===== config.mk =====
export PLATFORM = sky130hd
export DESIGN_NAME = window_packer
export DESIGN_NICKNAME = d
export VERILOG_FILES = /design/src/rtl/window_packer.sv
export SDC_FILE = /design/constraint.sdc
export NUM_CORES = 1
export LEC_CHECK = 0
export BUFFER_PORTS_ARGS = -buffer_cell sky130_fd_sc_hd__buf_4
export CORE_ASPECT_RATIO = 0.75
export CORE_MARGIN = 2
export CORE_UTILIZATION = 49
export CTS_CLUSTER_SIZE = 25
export DETAILED_ROUTE_END_ITERATION = 10
export PLACE_DENSITY = 0.77
export SLEW_MARGIN = 20
export SYNTH_ARGS = -nofsm -noshare
export SYNTH_HDL_FRONTEND = slang
export SYNTH_SLANG_ARGS = --single-unit

===== constraint.sdc =====
create_clock -name clk -period 3.9 [get_ports clk]
set_input_delay 0.78 -clock clk [delete_from_list [all_inputs] [get_ports clk]]
set_output_delay 0.78 -clock clk [all_outputs]
set_load 0.005 [all_outputs]

===== src/rtl/window_packer.sv =====
`default_nettype none
// ============================================================================
//  Module   : window_packer
//  Purpose  : Transmit side of the denoise window interface. Collects a raster
//             pixel stream (one BIT_WIDTH pixel per accepted beat) into a
//             WIN_H x WIN_W row-major window and presents it as one wide word
//             with a valid/ready handshake.
//  Revision : 1.0 - initial release
// ----------------------------------------------------------------------------
//  Ports
//    clk        in   1             clock, rising edge
//    rst_n      in   1             synchronous active-low reset
//    in_valid   in   1             pixel beat valid
//    in_ready   out  1             packer can accept a beat
//    in_sof     in   1             start of frame, restarts the window fill
//    in_pixel   in   BIT_WIDTH     pixel value
//    win_valid  out  1             complete window presented
//    win_ready  in   1             downstream consumes the window
//    win_data   out  BIT_WIDTH*N   window, pixel k at [BIT_WIDTH*k +: BIT_WIDTH]
//    win_count  out  CNT_W         windows consumed since reset (wrapping)
// ----------------------------------------------------------------------------
//  Build option
//    WINDOW_PACKER_PINGPONG_EN : two window buffers, filling continues into
//                                the spare buffer while the other is held.
//                                Undefined: single buffer, input stalls
//                                while a window is held.
// ============================================================================
module window_packer #(
  parameter int BIT_WIDTH = 8,
  parameter int WIN_W     = 10,
  parameter int WIN_H     = 7,
  parameter int CNT_W     = 16
) (
  input  logic                               clk,
  input  logic                               rst_n,
  input  logic                               in_valid,
  output logic                               in_ready,
  input  logic                               in_sof,
  input  logic [BIT_WIDTH-1:0]               in_pixel,
  output logic                               win_valid,
  input  logic                               win_ready,
  output logic [BIT_WIDTH*WIN_W*WIN_H-1:0]   win_data,
  output logic [CNT_W-1:0]                   win_count
);

  localparam int                 c_npix     = WIN_W * WIN_H;
  localparam int                 c_idx_w    = (c_npix > 1) ? $clog2(c_npix) : 1;
  localparam logic [c_idx_w-1:0] c_last_idx = c_idx_w'(c_npix - 1);

  // HOLD means a complete window is being presented; win_valid is this state.
  typedef enum logic [0:0] {
    FILL = 1'b0,
    HOLD = 1'b1
  } state_t;

  state_t             r_state;
  state_t             w_state_nxt;
  logic [c_idx_w-1:0] r_idx;
  logic [c_idx_w-1:0] w_idx_nxt;
  logic [c_idx_w-1:0] w_slot;
  logic               r_in_ready;
  logic               w_in_ready_nxt;
  logic [CNT_W-1:0]   r_win_count;
  logic [CNT_W-1:0]   w_win_count_nxt;
  logic               w_accept;
  logic               w_fill_done;
  logic               w_handshake;

  assign w_accept    = in_valid && r_in_ready;
  assign w_handshake = (r_state == HOLD) && win_ready;

  // A start-of-frame beat always lands in slot 0, discarding the partial fill.
  assign w_slot      = in_sof ? '0 : r_idx;
  assign w_fill_done = w_accept && (in_sof ? (c_npix == 1) : (r_idx == c_last_idx));

  // --------------------------------------------------------------------------
  // Fill index: shared by both buffer organisations
  // --------------------------------------------------------------------------
  always_comb begin
    w_idx_nxt = r_idx;
    if (w_accept) begin
      if (w_fill_done) begin
        w_idx_nxt = '0;
      end else if (in_sof) begin
        w_idx_nxt = c_idx_w'(1);
      end else begin
        w_idx_nxt = r_idx + 1'b1;
      end
    end
  end

`ifdef WINDOW_PACKER_PINGPONG_EN
  // --------------------------------------------------------------------------
  // Ping-pong organisation. Buffers are filled and presented in the same
  // alternating order, so two select bits plus a full flag per buffer are
  // enough to track ownership.
  // --------------------------------------------------------------------------
  logic [BIT_WIDTH*c_npix-1:0] r_buf [2];
  logic [1:0]                  r_full;
  logic [1:0]                  w_full_nxt;
  logic                        r_fill_sel;
  logic                        w_fill_sel_nxt;
  logic                        r_hold_sel;
  logic                        w_hold_sel_nxt;
  logic                        w_win_valid_nxt;

  always_comb begin
    w_full_nxt      = r_full;
    w_fill_sel_nxt  = r_fill_sel;
    w_hold_sel_nxt  = r_hold_sel;
    w_win_count_nxt = r_win_count;

    // The filling buffer is never the one being presented while full, so a
    // completing fill and a handshake always touch different buffers.
    if (w_fill_done) begin
      w_full_nxt[r_fill_sel] = 1'b1;
      w_fill_sel_nxt         = ~r_fill_sel;
    end
    if (w_handshake) begin
      w_full_nxt[r_hold_sel] = 1'b0;
      w_hold_sel_nxt         = ~r_hold_sel;
      w_win_count_nxt        = r_win_count + 1'b1;
    end

    // A fill completing on the handshake cycle is already counted full here,
    // so the window stream stays valid without a bubble.
    w_win_valid_nxt = w_full_nxt[w_hold_sel_nxt];
    w_in_ready_nxt  = ~&w_full_nxt;
    w_state_nxt     = w_win_valid_nxt ? HOLD : FILL;
  end

  always_ff @(posedge clk) begin
    if (!rst_n) begin
      r_buf[0]   <= '0;
      r_buf[1]   <= '0;
      r_full     <= '0;
      r_fill_sel <= 1'b0;
      r_hold_sel <= 1'b0;
    end else begin
      if (w_accept) begin
        r_buf[r_fill_sel][w_slot*BIT_WIDTH +: BIT_WIDTH] <= in_pixel;
      end
      r_full     <= w_full_nxt;
      r_fill_sel <= w_fill_sel_nxt;
      r_hold_sel <= w_hold_sel_nxt;
    end
  end

  assign win_data = r_buf[r_hold_sel];

`else
  // --------------------------------------------------------------------------
  // Single buffer organisation. Input is stalled for the whole HOLD period,
  // which is what keeps win_data stable while it is presented.
  // --------------------------------------------------------------------------
  logic [BIT_WIDTH*c_npix-1:0] r_buf;

  always_comb begin
    w_state_nxt     = r_state;
    w_in_ready_nxt  = r_in_ready;
    w_win_count_nxt = r_win_count;

    case (r_state)
      FILL: begin
        if (w_fill_done) begin
          w_state_nxt    = HOLD;
          w_in_ready_nxt = 1'b0;
        end
      end
      HOLD: begin
        if (w_handshake) begin
          w_state_nxt     = FILL;
          w_in_ready_nxt  = 1'b1;
          w_win_count_nxt = r_win_count + 1'b1;
        end
      end
      default: begin
        w_state_nxt = FILL;
      end
    endcase
  end

  always_ff @(posedge clk) begin
    if (!rst_n) begin
      r_buf <= '0;
    end else if (w_accept) begin
      r_buf[w_slot*BIT_WIDTH +: BIT_WIDTH] <= in_pixel;
    end
  end

  assign win_data = r_buf;
`endif

  // --------------------------------------------------------------------------
  // State and control registers
  // --------------------------------------------------------------------------
  always_ff @(posedge clk) begin
    if (!rst_n) begin
      r_state     <= FILL;
      r_idx       <= '0;
      r_in_ready  <= 1'b1;
      r_win_count <= '0;
    end else begin
      r_state     <= w_state_nxt;
      r_idx       <= w_idx_nxt;
      r_in_ready  <= w_in_ready_nxt;
      r_win_count <= w_win_count_nxt;
    end
  end

  assign win_valid = (r_state == HOLD);
  assign in_ready  = r_in_ready;
  assign win_count = r_win_count;

endmodule
`default_nettype wire


==> results of run 1 <==
power groups by stage:
stage	combinational [mW]	sequential (mW)	clock, mW
6_report	0.682	5.99	5.65
5_1_grt	0.708	5.99	5.91
4_1_cts	0.663	5.99	5.69
3_5_place_dp	0.661	6.12	0
3_3_place_gp	0.652	6.12	0
2_1_floorplan	0.379	6.12	0
layout by cell type, fill, tap and decap left out, types with 6 or more instances in the layout:
cell,synthesis,layout
a211oi_1,16,9
a211oi_2,0,7
a21boi_0,8,8
a21oi_1,129,124
a31o_2,17,17
and3_1,7,7
and4_1,6,6
buf_12,0,9
buf_4,9,740
clkbuf_1,161,9
clkbuf_16,0,57
clkbuf_8,0,22
dfxtp_1,585,585
inv_1,13,13
mux2i_1,372,372
nand2_1,524,524
nand3_1,261,260
nand3_2,5,6
nand4_1,81,81
nand4_2,16,16
nor2_1,63,59
nor3_1,19,9
nor3_2,4,11
nor4_1,19,17
nor4_4,16,17
o211ai_1,17,17
o21ai_0,154,154
o31ai_1,18,18
or3_1,9,8
xnor2_1,12,11
xor2_1,10,10
metrics by stage:
step           setup slack [ns]  hold slack [ns]  instance area, µm²
2_1_floorplan          0.005425           0.4511               24450
3_3_place_gp             0.1766           0.4457               30270
3_5_place_dp            0.08401           0.4481               30270
4_1_cts                  0.3890           0.3961               32180
5_1_grt                 0.04061           0.4317               32220
6_report                 0.3184           0.4357               32220
routing by layer:
layer  track usage (%)  vias to the layer above  wire, µm
met3             8.853                      277     10560
met4             15.76                        0      4376
li1                  -                    10645         -
met1             48.78                    11675     39770
met5                 0                        -         0
met2             57.25                     1394     44400
flip-flops by register name, summed over array words and instances (netlist names):
signal,cells
win_valid,1
r_idx,7
win_data,560
win_count,16
in_ready,1
final timing paths:
kind	to	slack [ns]	cells after the start
max reg2reg	win_data[158]	0.32	12
max	win_data[158]	0.32	12
min	r_idx[1]	0.44	2
min reg2reg	win_data[529]	0.46	2
layout make-up:
| cell class | instances | area share (%) |
|---|---|---|
| inverters | 17 | 0.2058 |
| clock buffers | 88 | 5.471 |
| clock inverters | 12 | 0.4620 |
| multi-input cells | 1862 | 37.01 |
| repair buffers | 752 | 17.98 |
| flip-flops and latches | 585 | 36.34 |
| well taps | 648 | 2.516 |
| diodes | 2 | 0.01553 |
cell families after synthesis:
family | Yosys count
buf+inv | 243
compound gates | 386
mux | 376
simple gates | 1073
flops | 585
xor+xnor | 22
fa+ha+maj | 5
==> metrics.md, run 1 <==
| Metric | Value |
|---|---|
| Outcome | `completed` |
| Postcts setup bufs | `0` |
| Final setup fails | `0` |
| Switching Power | `2.907 mW` |
| Switching share of power | `23.59%` |
| Layout cells sized above 1 | `29.04%` |
| # IOs | `591` |
| Grt ovf | `0` |
| First-pass GRT wire length | `143900 µm` |
| Clock Skew | `0.02585 ns` |
| Logic pwr share | `5.5%` |
| Mean Syn Cell Area | `9.084 µm²` |
| Synthesis-stage register bit count | `585` |
| Hold buffer count at cts | `0` |
| Total CTS buffers | `56` |
| Largest family of logic cells by synthesized area | `simple AND/OR/NAND/NOR gates` |
| Simple-gate portion of the synthesized area | `22.11%` |
| Fin crit share | `91.84%` |
| Largest fanout on the critical path | `8` |
| Ranking of synthesized cells by area | `dfxtp_1, mux2i_1, nand2_1, nand3_1, o21ai_0` |
| Power share of the sequential group | `48.6%` |
| DRT Pass-1 Iters | `7` |
| FF/Latch Area | `11710 µm²` |
| Setup CP Type | `flip-flop to flip-flop` |
| Root Driver | `clkbuf_16` |
| # placed instances | `3862` |
| P&R area growth vs syn | `31.87%` |
| Multi-input logic area | `11930 µm²` |
| Top cell type's share of synthesized area | `47.92%` |
| Net Count, Synth | `2708` |
| Worst setup path startpoint | `r_idx[0]` |
| Htree depth | `2` |
| Overall die area | `51690 µm²` |
| Post-route insts no fill | `3966` |
| Setup TNS | `0 ns` |
| Leak Pwr | `13.65 nW` |
| Antenna violations before repair | `2` |
| Most used DFF post-synth | `dfxtp_1` |
| Asr flop ratio synth | `0%` |
| Total routed wirelength | `99100 µm` |
| Vias in the first global route | `22829` |
| Max VDD drop | `302.3 µV` |
| Fin nets | `3292` |
| CTS clk-pin slew, worst paths | `0.06 ns` |
| Residual DRC | `0` |
| R2R Path Start | `r_idx[0]` |
| Hold Startpoint | `in_valid` |
| 1st-iter DRT viols | `2665` |
| Max_slew headroom | `11.03%` |
| CTS Buffer Depth | `3` |
| DRT antenna net count | `0` |
| Crit path capture type | `flip-flop` |
| Clock Sink Count | `585` |
| Tmin final | `3.582 ns` |
| Count leader, synth | `dfxtp_1` |
| Pin count of the biggest net entering global routing | `235` |
| RSZ-0062 raised after global routing | `false` |
| Max incr delay on CP | `0.56 ns` |
| IO buf count | `590` |
| Worst path arrival time | `4.05 ns` |
| Critical path's top delay family | `simple AND/OR/NAND/NOR gates` |
| Gr usage total | `36.81%` |
| Seq/Total Area, Yosys | `47.92%` |
| Vias | `23991` |
| Hold crit path type | `input pin to flip-flop` |
| Int Pwr | `9.415 mW` |
| CP bufs+invs | `3` |
| Post-Synth XOR/XNOR Area | `0.7885%` |
| Post-synthesis cell area | `24440 µm²` |
| Crit-path cells | `nor2b_1, inv_2, ha_1, inv_1, nor2_1, ha_1, nand2b_1, buf_4, a211oi_2, nand4_1, nor2_1, o21ai_0` |
| Synth area leader | `dfxtp_1` |
| CP Data Required Time | `4.37 ns` |
| Post-synthesis adder-cell area fraction | `0.2560%` |
| Site row count | `70` |
| Core footprint | `48960 µm²` |
| DR vias/cell | `6.049` |
| Final Wtd Congestion | `0.9400` |
| Tot Pwr | `12.32 mW` |
| Core Util, Final | `65.82%` |
| Number of flops mapped to enable cells by yosys | `0` |
| Max Fclk | `279.2 MHz` |
| Final Hold Viols | `0` |
| CP max-delay cell | `dfxtp_1` |
| Compound-Gate Fraction of Synth Area | `9.216%` |
| MaxCap Viol Count | `0` |
| CP startpoint kind | `flip-flop` |
| Synth cell types | `69` |
| DR WL/cell | `24.99 µm` |
| Synth warn | `0` |
| CTS resizes | `0` |
| Worst-Margin Slew | `1.327 ns` |
| Clock network power share | `45.9%` |
| Dpl hpwl | `70780 µm` |
| Die X | `261.9 µm` |
| P per Cell Area | `382.4 nW/µm²` |
| # fillers | `3916` |
| Commonest cells in the netlist | `dfxtp_1, nand2_1, mux2i_1` |
| TritonCTS clock tree | `built` |
| Mux cell area share after synthesis | `15.47%` |
| Later-pin clock latency in the skew report | `0.62 ns` |
| Die height | `197.4 µm` |
| Syn Inst Count | `2690` |
| Pins Over Slew Limit | `0` |
| Initial Utilization | `49.91%` |
Note: power is estimated with default switching activity, not from simulation.
==> run 2: changes to the inputs <==
clock period = 3.2 ns   (was 3.9 ns; I/O delays follow)
==> run 2 against run 1 <==
Critical path depth fell by 2. Via count rose by 1.0%. Global-route usage barely moved. Non-clock buffer count rose by 24. Power rose by 22%. Critical endpoint is now win_data[35]. Highest routed layer unchanged.
==> metrics.md, run 2 (same netlist as run 1, synthesis figures left out) <==
| Metric | Value |
|---|---|
| Grt ovf | `0` |
| Site row count | `70` |
| Fin Hold WS | `0.2960 ns` |
| # IOs | `591` |
| DRT Pass-1 Iters | `6` |
| Crit-path cells | `nor2b_4, inv_4, ha_4, buf_12, or3b_2, o21ai_2, nor3_2, buf_4, nand3_1, mux2i_1` |
| Hold crit path type | `input pin to flip-flop` |
| CTS Buffer Depth | `3` |
| DR vias/cell | `6.076` |
| Total routed wirelength | `99550 µm` |
| Root Driver | `clkbuf_16` |
| Later-pin clock latency in the skew report | `0.61 ns` |
| Dpl hpwl | `71090 µm` |
| Crit path capture type | `flip-flop` |
| Worst path arrival time | `3.67 ns` |
| Fin crit share | `98.04%` |
| Antenna violations before repair | `0` |
| Int Pwr | `11.41 mW` |
| Die X | `261.9 µm` |
| First-pass GRT wire length | `144300 µm` |
| Gr usage total | `36.81%` |
| Core footprint | `48960 µm²` |
| Leak Pwr | `13.87 nW` |
| CP max-delay cell | `nor3_2` |
| Fin nets | `3315` |
| Vias in the first global route | `23069` |
| Switching Power | `3.603 mW` |
| Worst-Margin Slew | `1.063 ns` |
| Clock Sink Count | `585` |
| Total CTS buffers | `55` |
| Max Fclk | `318.7 MHz` |
| Initial Utilization | `49.91%` |
| Setup CP Type | `flip-flop to flip-flop` |
| Residual DRC | `0` |
| Total inserted antenna cells | `0` |
| Layout cells sized above 1 | `30.00%` |
| MaxCap Viol Count | `0` |
| CTS clk-pin slew, worst paths | `0.07 ns` |
| Pins Over Slew Limit | `0` |
| DRT antenna net count | `0` |
| Max FFs per register | `560` |
| TritonCTS clock tree | `built` |
| CP startpoint kind | `flip-flop` |
| Tmin final | `3.137 ns` |
| Largest fanout on the critical path | `11` |
| Vias | `24232` |
| IO buf count | `590` |
| Max_slew headroom | `28.75%` |
| Max incr delay on CP | `0.82 ns` |
| P per Cell Area | `456.1 nW/µm²` |
| Worst setup path startpoint | `r_idx[0]` |
| Outcome | `completed` |
| Clock Skew | `0.01086 ns` |
| CP Data Required Time | `3.73 ns` |
| Leading cell type in the layout, fill and taps excluded | `buf_4` |
| Htree depth | `2` |
| 1st-iter DRT viols | `2629` |
| Final Hold Viols | `0` |
| Max VDD drop | `426.4 µV` |
| Switching share of power | `24.00%` |
| Die height | `197.4 µm` |
| Power share of the sequential group | `48.6%` |
| P&R area growth vs syn | `34.71%` |
| Core Util, Final | `67.24%` |
| Logic pwr share | `5.9%` |
| Hold Startpoint | `in_valid` |
| R2R Path Start | `r_idx[0]` |
| Final setup fails | `0` |
| Post-route insts no fill | `3988` |
| RSZ-0062 raised after global routing | `false` |
| DR WL/cell | `24.96 µm` |
| Pin count of the biggest net entering global routing | `228` |
| # placed instances | `3887` |
| Final Wtd Congestion | `0.9668` |
| Clock network power share | `45.5%` |
| Overall die area | `51690 µm²` |
| Most frequent cells in the layout | `buf_4, dfxtp_1, nand2_1` |
## run 2: worst paths after layout
kind                    to  slack [ns]  cells after the start
max           win_data[35]        0.06                     10
min               r_idx[1]        0.30                      2
max reg2reg   win_data[35]        0.06                     10
min reg2reg  win_data[109]        0.46                      2
## run 2: power groups by stage
| stage | combinational [mW] | sequential (mW) | clock, mW |
|---|---|---|---|
| after floorplan | 0.485 | 7.46 | 0 |
| after global placement | 0.849 | 7.46 | 0 |
| after detailed placement | 0.861 | 7.46 | 0 |
| after CTS | 0.864 | 7.30 | 6.84 |
| after global routing | 0.919 | 7.29 | 7.13 |
| final | 0.893 | 7.30 | 6.82 |
## run 2: worst max-delay path: cells and delay by family, from the launching register on
family                   cells  cell delay (ns)
multiplexers                 1             0.18
buffers and inverters        3             0.61
flip-flops                   1             0.49
AND/OR/NAND/NOR              4             1.44
AO/OA/AOI/OAI                1             0.13
adder cells (fa/ha/maj)      1             0.19
## run 2: through the flow
step                setup TNS, ns  setup slack [ns]  cell area [µm²]  power, mW
detailed placement         -7.642           -0.1735            30980      8.322
global route                    0           0.01148            32920      15.34
CTS                             0           0.04446            32860      15.00
global placement           -5.525           -0.1510            30980      8.310
floorplan                -0.05092         -0.006808            24630      7.945
finish                          0           0.06270            32920      15.01
## run 2: layer usage
metal  GRT usage, %  routed length (µm)  up-vias  share of wire (%)
met1          49.05               40110    11822                 40
met4          14.88                4384        0                4.4
met3          8.147               10450      285                 10
met5              0                   0        -                  0
met2          57.86               44610     1421                 45
li1               -                   -    10704                  -
## run 2: timing repair
action,4_1_cts,5_1_grt
gates resized for setup,0,5
setup endpoints to repair,0,40
buffers inserted,0,0
hold buffers,0,0
## run 2: final cells by class
class,count,area [µm²]
fillers,3751,16040
multi-input cells,1862,12100
flip-flops and latches,585,11710
repair buffers,776,6341
clock buffers,80,1652
well taps,648,810.8
clock inverters,20,234.0
inverters,17,73.82
